**config.mk**
```make
export PLATFORM = sky130hd
export DESIGN_NAME = cpu_state_dumper
export DESIGN_NICKNAME = d
export VERILOG_FILES = /design/src/rtl/cpu_state_dumper_pkg.sv /design/src/rtl/dump_byte_sel.sv /design/src/rtl/cpu_state_dumper.sv
export SDC_FILE = /design/constraint.sdc
export NUM_CORES = 1
export LEC_CHECK = 0
export ABC_AREA = 0
export CORE_ASPECT_RATIO = 1.5
export CORE_MARGIN = 2
export CORE_UTILIZATION = 54
export DETAILED_ROUTE_END_ITERATION = 16
export PLACE_DENSITY = 0.9
export SLEW_MARGIN = 30
export SYNTH_ARGS = -nofsm -noshare
export SYNTH_HDL_FRONTEND = slang
export SYNTH_SLANG_ARGS = --single-unit
```
**constraint.sdc**
```tcl
create_clock -name clk -period 4.5 [get_ports clk]
set_clock_uncertainty 0.15 [all_clocks]
set_input_delay 0.675 -clock clk [delete_from_list [all_inputs] [get_ports clk]]
set_output_delay 0.675 -clock clk [all_outputs]
set_load 0.03 [all_outputs]
```
**src/rtl/cpu_state_dumper_pkg.sv**
```systemverilog
// Shared definitions for the CPU state dumper: FSM encoding, header default
// and frame-length helper used by the RTL and the host-side parser.
package cpu_state_dumper_pkg;

    localparam int unsigned RF_AW        = 5;
    localparam logic [7:0]  HDR_BYTE_DEF = 8'hA5;

    typedef enum logic [2:0] {
        ST_IDLE    = 3'd0,
        ST_HDR     = 3'd1,
        ST_RF      = 3'd2,
        ST_DM_REQ  = 3'd3,
        ST_DM_CAP  = 3'd4,
        ST_DM_SEND = 3'd5,
        ST_CSUM    = 3'd6,
        ST_FIN     = 3'd7
    } dump_state_e;

    // Header + 4 bytes per GPR + one byte per DM location + checksum.
    function automatic int unsigned dump_frame_len(input int unsigned gpr_size,
                                                   input int unsigned dm_size);
        return 2 + 4 * gpr_size + dm_size;
    endfunction

endpackage

```
**src/rtl/dump_byte_sel.sv**
```systemverilog
// Little-endian byte lane select from a 32-bit word.
module dump_byte_sel (
    input  logic [31:0] word,
    input  logic [1:0]  sel,
    output logic [7:0]  byte_c
);

    always_comb begin
        byte_c = word[7:0];
        case (sel)
            2'd0: byte_c = word[7:0];
            2'd1: byte_c = word[15:8];
            2'd2: byte_c = word[23:16];
            2'd3: byte_c = word[31:24];
            default: byte_c = word[7:0];
        endcase
    end

endmodule

```
**src/rtl/cpu_state_dumper.sv**
```systemverilog
// Streams the GPR file and data memory as one framed, checksummed byte
// stream over a valid/ready interface.
module cpu_state_dumper
    import cpu_state_dumper_pkg::*;
#(
    parameter int unsigned GPR_SIZE      = 32,
    parameter int unsigned DATA_MEM_SIZE = 1024,
    parameter int unsigned DM_AW         = 10,
    parameter logic [7:0]  HDR_BYTE      = HDR_BYTE_DEF
) (
    input  logic             clk,
    input  logic             rst,
    input  logic             start,
    output logic             busy,
    output logic             done,
    output logic [RF_AW-1:0] rf_raddr,
    input  logic [31:0]      rf_rdata,
    output logic [DM_AW-1:0] dm_raddr,
    input  logic [7:0]       dm_rdata,
    output logic [7:0]       tx_data,
    output logic             tx_valid,
    input  logic             tx_ready
);

    localparam logic [RF_AW-1:0] RF_LAST = RF_AW'(GPR_SIZE - 1);
    localparam logic [DM_AW-1:0] DM_LAST = DM_AW'(DATA_MEM_SIZE - 1);

    dump_state_e      state_q, state_d;
    logic [RF_AW-1:0] rf_idx_q, rf_idx_d;
    logic [1:0]       byte_sel_q, byte_sel_d;
    logic [7:0]       csum_q, csum_d;
    logic             busy_d, done_d, tx_valid_d;
    logic [7:0]       tx_data_d;
    logic [RF_AW-1:0] rf_raddr_d;
    logic [DM_AW-1:0] dm_raddr_d;

    logic             xfer_c;
    logic [1:0]       sel_c;
    logic [7:0]       byte_c;

    assign xfer_c = tx_valid & tx_ready;
    // Lane of the byte that follows the one currently presented.
    assign sel_c  = (state_q == ST_RF) ? 2'(byte_sel_q + 2'd1) : 2'd0;

    dump_byte_sel u_byte_sel (
        .word   (rf_rdata),
        .sel    (sel_c),
        .byte_c (byte_c)
    );

    always_ff @(posedge clk or posedge rst) begin
        if (rst) begin
            state_q    <= ST_IDLE;
            rf_idx_q   <= '0;
            byte_sel_q <= '0;
            csum_q     <= '0;
            busy       <= 1'b0;
            done       <= 1'b0;
            tx_valid   <= 1'b0;
            tx_data    <= '0;
            rf_raddr   <= '0;
            dm_raddr   <= '0;
        end else begin
            state_q    <= state_d;
            rf_idx_q   <= rf_idx_d;
            byte_sel_q <= byte_sel_d;
            csum_q     <= csum_d;
            busy       <= busy_d;
            done       <= done_d;
            tx_valid   <= tx_valid_d;
            tx_data    <= tx_data_d;
            rf_raddr   <= rf_raddr_d;
            dm_raddr   <= dm_raddr_d;
        end
    end

    always_comb begin
        state_d    = state_q;
        rf_idx_d   = rf_idx_q;
        byte_sel_d = byte_sel_q;
        csum_d     = csum_q;
        busy_d     = busy;
        done_d     = 1'b0;
        tx_valid_d = tx_valid;
        tx_data_d  = tx_data;
        rf_raddr_d = rf_raddr;
        dm_raddr_d = dm_raddr;

        case (state_q)
            ST_IDLE: begin
                if (start) begin
                    state_d    = ST_HDR;
                    busy_d     = 1'b1;
                    tx_valid_d = 1'b1;
                    tx_data_d  = HDR_BYTE;
                    csum_d     = '0;
                    rf_idx_d   = '0;
                    byte_sel_d = '0;
                    rf_raddr_d = '0;
                    dm_raddr_d = '0;
                end
            end
            ST_HDR: begin
                if (xfer_c) begin
                    state_d    = ST_RF;
                    tx_data_d  = byte_c;
                    byte_sel_d = '0;
                end
            end
            ST_RF: begin
                if (xfer_c) begin
                    csum_d = 8'(csum_q + tx_data);
                    if (byte_sel_q == 2'd3) begin
                        if (rf_idx_q == RF_LAST) begin
                            state_d    = ST_DM_REQ;
                            tx_valid_d = 1'b0;
                            dm_raddr_d = '0;
                        end else begin
                            rf_idx_d   = RF_AW'(rf_idx_q + 1'b1);
                            byte_sel_d = '0;
                            tx_data_d  = byte_c;
                        end
                    end else begin
                        byte_sel_d = 2'(byte_sel_q + 2'd1);
                        tx_data_d  = byte_c;
                        // Prefetch the next word while its predecessor's top byte is on the bus.
                        if (byte_sel_q == 2'd2 && rf_idx_q != RF_LAST) begin
                            rf_raddr_d = RF_AW'(rf_idx_q + 1'b1);
                        end
                    end
                end
            end
            ST_DM_REQ: begin
                state_d = ST_DM_CAP;
            end
            ST_DM_CAP: begin
                state_d    = ST_DM_SEND;
                tx_data_d  = dm_rdata;
                tx_valid_d = 1'b1;
            end
            ST_DM_SEND: begin
                if (xfer_c) begin
                    csum_d = 8'(csum_q + tx_data);
                    if (dm_raddr == DM_LAST) begin
                        state_d   = ST_CSUM;
                        tx_data_d = 8'(csum_q + tx_data);
                    end else begin
                        state_d    = ST_DM_REQ;
                        tx_valid_d = 1'b0;
                        dm_raddr_d = DM_AW'(dm_raddr + 1'b1);
                    end
                end
            end
            ST_CSUM: begin
                if (xfer_c) begin
                    state_d    = ST_FIN;
                    tx_valid_d = 1'b0;
                    done_d     = 1'b1;
                    busy_d     = 1'b0;
                end
            end
            ST_FIN: begin
                state_d = ST_IDLE;
            end
            default: begin
                state_d = ST_IDLE;
            end
        endcase
    end

endmodule
```
# --- Word-level counts from Yosys, hierarchy flattened ---
# Cells that the tools add are included.
classes:
  n_bitwise: 1
  n_eq_ne: 29
  mux: 55
  n_reduce_logical: 20
  add_sub_neg: 4
ops:
  columns: ["op", "n"]
  rows:
  - ["$mux 8", 9]
  - ["$mux 10", 6]
  - ["$pmux 8 s5", 1]
  - ["$mux 5", 7]
  - ["$pmux 8 s4", 1]
  - ["$pmux 10 s3", 1]
  - ["$mux 3", 8]
  - ["$pmux 3 s8", 1]
  - ["$reduce_and 7->1", 3]
  - ["$pmux 5 s2", 2]
  - ["$ne 2x2->1 const B", 9]
  - ["$pmux 8 s2", 1]
  - ["$reduce_and 5->1", 3]
  - ["$eq 3x3->1 const B", 4]
  - ["$mux 2", 6]
  - ["$add 10x1->10 const B", 1]
  - ["$eq 10x10->1 const B", 1]
  - ["$reduce_bool 5->1", 2]
  - ["$mux 1", 9]
  - ["$add 8x8->8", 1]
  - ["$eq 2x2->1 const B", 4]
  - ["$ne 2x1->1 const B", 4]
  - ["$reduce_and 8->1", 1]
  - ["$eq 3x2->1 const B", 2]
  - ["18 further kinds", 22]
totals:
  wordCells: 119
  register_bits: 44

# --- Depth between registers and ports, before layout ---
depth:
  ltp_word: 8
  ltp_mapped: 9
  ltp_nobuf: 9

# --- By module ---
# From an unflattened synthesis, not the netlist that was laid out.
unflattened:
  hier_cells: 304
  hier_area_um2: 2902.8
by_module_without_submodules:
  columns: ["module", "cells_each", "area_per_inst_um2", "seq_area_each_um2", "n_inst"]
  rows:
  - ["cpu_state_dumper", 294, 2706.3, 1101.1, 1]
  - ["dump_byte_sel", 10, 196.4, 0.0, 1]

# --- Least setup slack after synthesis ---
# No wires, ideal clock.
synth_path:
  path_type: "register -> register"
  from: "reg rf_idx_q[0]"
  to: "reg tx_data[0]"
  n_path_buf: 1
  synth_period_minus_slack_ps: 2577
  arrival_ps: 2299
  setup_ps: 128
  stages_incl_launch_ff: 9
  required_time_ps: 4222
  setup_slack_ps: 1923
  path_cell_list: "dfrtp_1 ha_1 and3_1 ha_1 a311o_1 and2_1 a211oi_2 buf_6 mux2_1"
synth_between:
  elab_chain_len: 3
synth_rtl:
  columns: ["item", "line", "text"]
  rows:
  - ["from (decl)", "cpu_state_dumper.sv:29", "logic [RF_AW-1:0] rf_idx_q, rf_idx_d;"]
  - ["from (signal assigned)", "cpu_state_dumper.sv:65", "rf_idx_q <= rf_idx_d;"]
  - ["$eq 5x5->1", "cpu_state_dumper.sv:114", "if (rf_idx_q == RF_LAST) begin"]
  - ["$ne 3x3->1 (no source line)", null, null]
  - ["$reduce_and 7->1 (no source line)", null, null]
  - ["to (signal assigned)", "cpu_state_dumper.sv:71", "tx_data <= tx_data_d;"]
  - ["to (decl)", "cpu_state_dumper.sv:20", "output logic [7:0] tx_data,"]
# Every way passes these cells.
# A chain may end at the register's enable or synchronous reset.

# --- Final worst setup path ---
layout_path:
  from: "reg byte_sel_q[0]"
  to: "reg tx_data[4]"
layout_between:
  elab_chain_len: 8
layout_rtl:
  columns: ["item", "line", "text"]
  rows:
  - ["from (decl)", "cpu_state_dumper.sv:30", "logic [1:0] byte_sel_q, byte_sel_d;"]
  - ["from (signal assigned)", "cpu_state_dumper.sv:66", "byte_sel_q <= byte_sel_d;"]
  - ["$add 2x1->2", "cpu_state_dumper.sv:43", "assign sel_c = (state_q == ST_RF) ? 2'(byte_sel_q + 2'd1) : 2'd0;"]
  - ["$mux 2", "cpu_state_dumper.sv:43", null]
  - ["$eq 2x2->1, or another cell as far along", "dump_byte_sel.sv:10", "case (sel)"]
  - ["$pmux 8 s4", "dump_byte_sel.sv:10", null]
  - ["$mux 8", "cpu_state_dumper.sv:114", null]
  - ["$mux 8", "cpu_state_dumper.sv:113", "if (byte_sel_q == 2'd3) begin"]
  - ["$mux 8", "cpu_state_dumper.sv:111", "if (xfer_c) begin"]
  - ["$pmux 8 s5", "cpu_state_dumper.sv:89", "case (state_q)"]
# Several ways; a longest one is shown, not always the timed one. The select of a mux whose other input is x is not followed.

==> results.ini <==
[synth]
yosys.cell_count.top_type=dfrtp_1
yosys.area.top_type_share_pct=37.46
synth_area_leaders=dfrtp_1, ha_1, mux2_2
synth_common_cells=dfrtp_1, nor2_1, o21ai_0
synth_edf_count=0
yosys_most_used_dff=dfrtp_1
synth_area_sq_um=2939
ys_types=60
yosysWarnings=0
yosys.area.top_type=dfrtp_1
synthCells=310
syn_area_per_cell_sq_um=9.481
syn_nets=367
seq_area_frac_synth_pct=37.46
ys_ff_latch=44
async_reset_ff_share_pct=100.0

[sta]
fin_crit_ns=2.980
fin_crit_sh_pct=66.22
setup_viol=0
relSlewSlack_pct=46.69
clock.fmax_mhz=335.6
finalMaxSlewViolations=0
finalHoldViolCount=0
tns_ns=0
rsz0062_at_grt=false
worst_slew_pin_slew_ns=0.7987

[place]
dp_hpwl_mm=5.399
gp_congestion=0.8708
port_buffers=69
placed_area_sq_um=3632

[clocking]
clock_sinks=44
cts_max_level=2
cts_max_path_buffers=2
cts_hold_buf=0
cts_resized=0
clkSlewWorstSetupHoldPaths_ns=0.09
worstSkewPairLatency_ns=0.30
cts_buffers=5
cts_tree=done
cts_root_buffer=clkbuf_8
cts_setup_buffers=0

[global_route]
grt_max_degree=24
first_global_vias=2620
grt_usage_pct=25.69
grt_pass1_wl_mm=12.32
antenna_found_initial=0
grt_overflow_total=0

[floorplanning]
io_pins=70
rows=32
die_y_microns=94.36
core-area_sq_um=5205
die_w_microns=64.24
fp.dieArea_sq_um=6061
initial_core_util_pct=56.47

[worst_setup_path]
required_ns=4.55
startpoint_type=flip-flop
cp.arrival_ns=3.03
end_kind=flip-flop
crit_type=flip-flop to flip-flop
critical_path.max_fanout=13

[detailed_routing]
wire_per_inst_microns=16.35
vias=2645
first_pass_iters=5
totalWireLength_mm=7.226
drc=0
drtIter0Drc=156
vias_per_cell=5.984
antenna_left=0

[outcome]
status=complete, no violations

[power_and_ir_drop]
leakagePower_nw=1.620
p_per_area_nw_per_um2=544.5
ir_worst_vdd_mv=0.4035

[final_layout]
nets=430
drive_above_1_share_pct=8.824
final_cell_area_sq_um=3729
syn2layout_area_growth_pct=26.86
diodes=0

[run]
max_cap_violations=0

[worst_hold_path]
hold_path.class=flip-flop to flip-flop

-- cells in the final DEF, fill, tap and decap left out, drive strengths merged, types with 5 or more instances in the layout --
| cell type | instances |
|---|---|
| clkdlybuf4s50 | 69 |
| dfrtp | 44 |
| nor2 | 26 |
| o21ai | 25 |
| a21oi | 21 |
| nand2 | 17 |
| mux2 | 15 |
| ha | 12 |
| inv | 12 |
| nand3 | 11 |
| mux2i | 10 |
| a22o | 9 |
| nor3 | 6 |
| xor2 | 6 |
| xnor2 | 6 |
| clkbuf | 6 |
| and2 | 5 |
| a31oi | 5 |
| nor3b | 5 |
| or2 | 5 |
| a211oi | 5 |
-- report_power, final --
group          total [mW]  switching, mW  internal [mW]
sequential          0.669          0.168          0.501
clock               0.267          0.142          0.126
combinational        1.09          0.601          0.493
-- state kept, by name, indices dropped and copies added, names as in the netlist --
name        flops
state_q         3
rf_idx_q        5
byte_sel_q      2
tx_valid        1
done            1
busy            1
tx_data         8
dm_raddr       10
csum_q          8
rf_raddr        5
-- stage by stage --
stage / hold WS, ns / total power, mW / util, % / instances / setup slack (ns)
after floorplan: 0.3274 / 1.466 / - / 310 / 1.923
after global placement: 0.3209 / 1.710 / 69.78 / 434 / 1.412
after detailed placement: 0.3240 / 1.749 / 69.78 / 434 / 1.359
after CTS: 0.3443 / 2.027 / 71.63 / 442 / 1.517
after global routing: 0.3828 / 2.183 / 71.63 / 442 / 1.228
final: 0.3388 / 2.030 / 71.63 / 442 / 1.520
-- path summary, 6_finish.rpt --
check                               from          end  slack (ns)  cells after the start
max in group asynchronous            rst   tx_data[1]        2.72                      3
min in group asynchronous            rst  dm_raddr[7]        0.67                      2
min                          rf_raddr[0]  rf_raddr[0]        0.34                      2
min reg2reg                  rf_raddr[0]  rf_raddr[0]        0.34                      2
max                        byte_sel_q[0]   tx_data[4]        1.52                      8
max reg2reg                byte_sel_q[0]   tx_data[4]        1.52                      8
-- worst max-delay path, stage by stage (launching register included) --
cell and delay (ns):
dfrtp_1 0.63, clkinv_1 0.35, ha_1 0.57, nand2b_1 0.28, nor2_1 0.12, a21oi_1 0.05
o221ai_1 0.28, o21ai_0 0.16, mux2_2 0.27
-- final cells by class --
| cell class | count | area (sq um) |
|---|---|---|
| Timing Repair Buffer | 70 | 698.2 |
| Inverter | 12 | 45.04 |
| Multi-Input combinational cell | 240 | 1703 |
| Fill cell | 417 | 1476 |
| Clock buffer | 6 | 82.58 |
| Tap cell | 68 | 85.08 |
| Sequential cell | 44 | 1101 |
| Clock inverter | 2 | 13.76 |
-- cells by family (layout without fill, tap and decap cells) --
logic type	after synthesis	count (layout)	synth area share (%)
simple gates	96	96	16.86
xor+xnor	12	12	3.576
flops	44	44	37.46
compound gates	93	93	21.80
fa+ha+maj	13	13	5.790
mux	26	26	9.919
buf+inv	26	90	4.598
-- routing by layer --
metal  vias up  part of all wire [%]  GRT usage [%]
li1       1271                     -              -
met1      1271                    41          31.45
met3        20                   3.7          3.933
met2        83                    52          44.88
met4         0                   3.1          10.82
met5         -                     0              0
No activity file was read; power rests on OpenSTA's default activity.
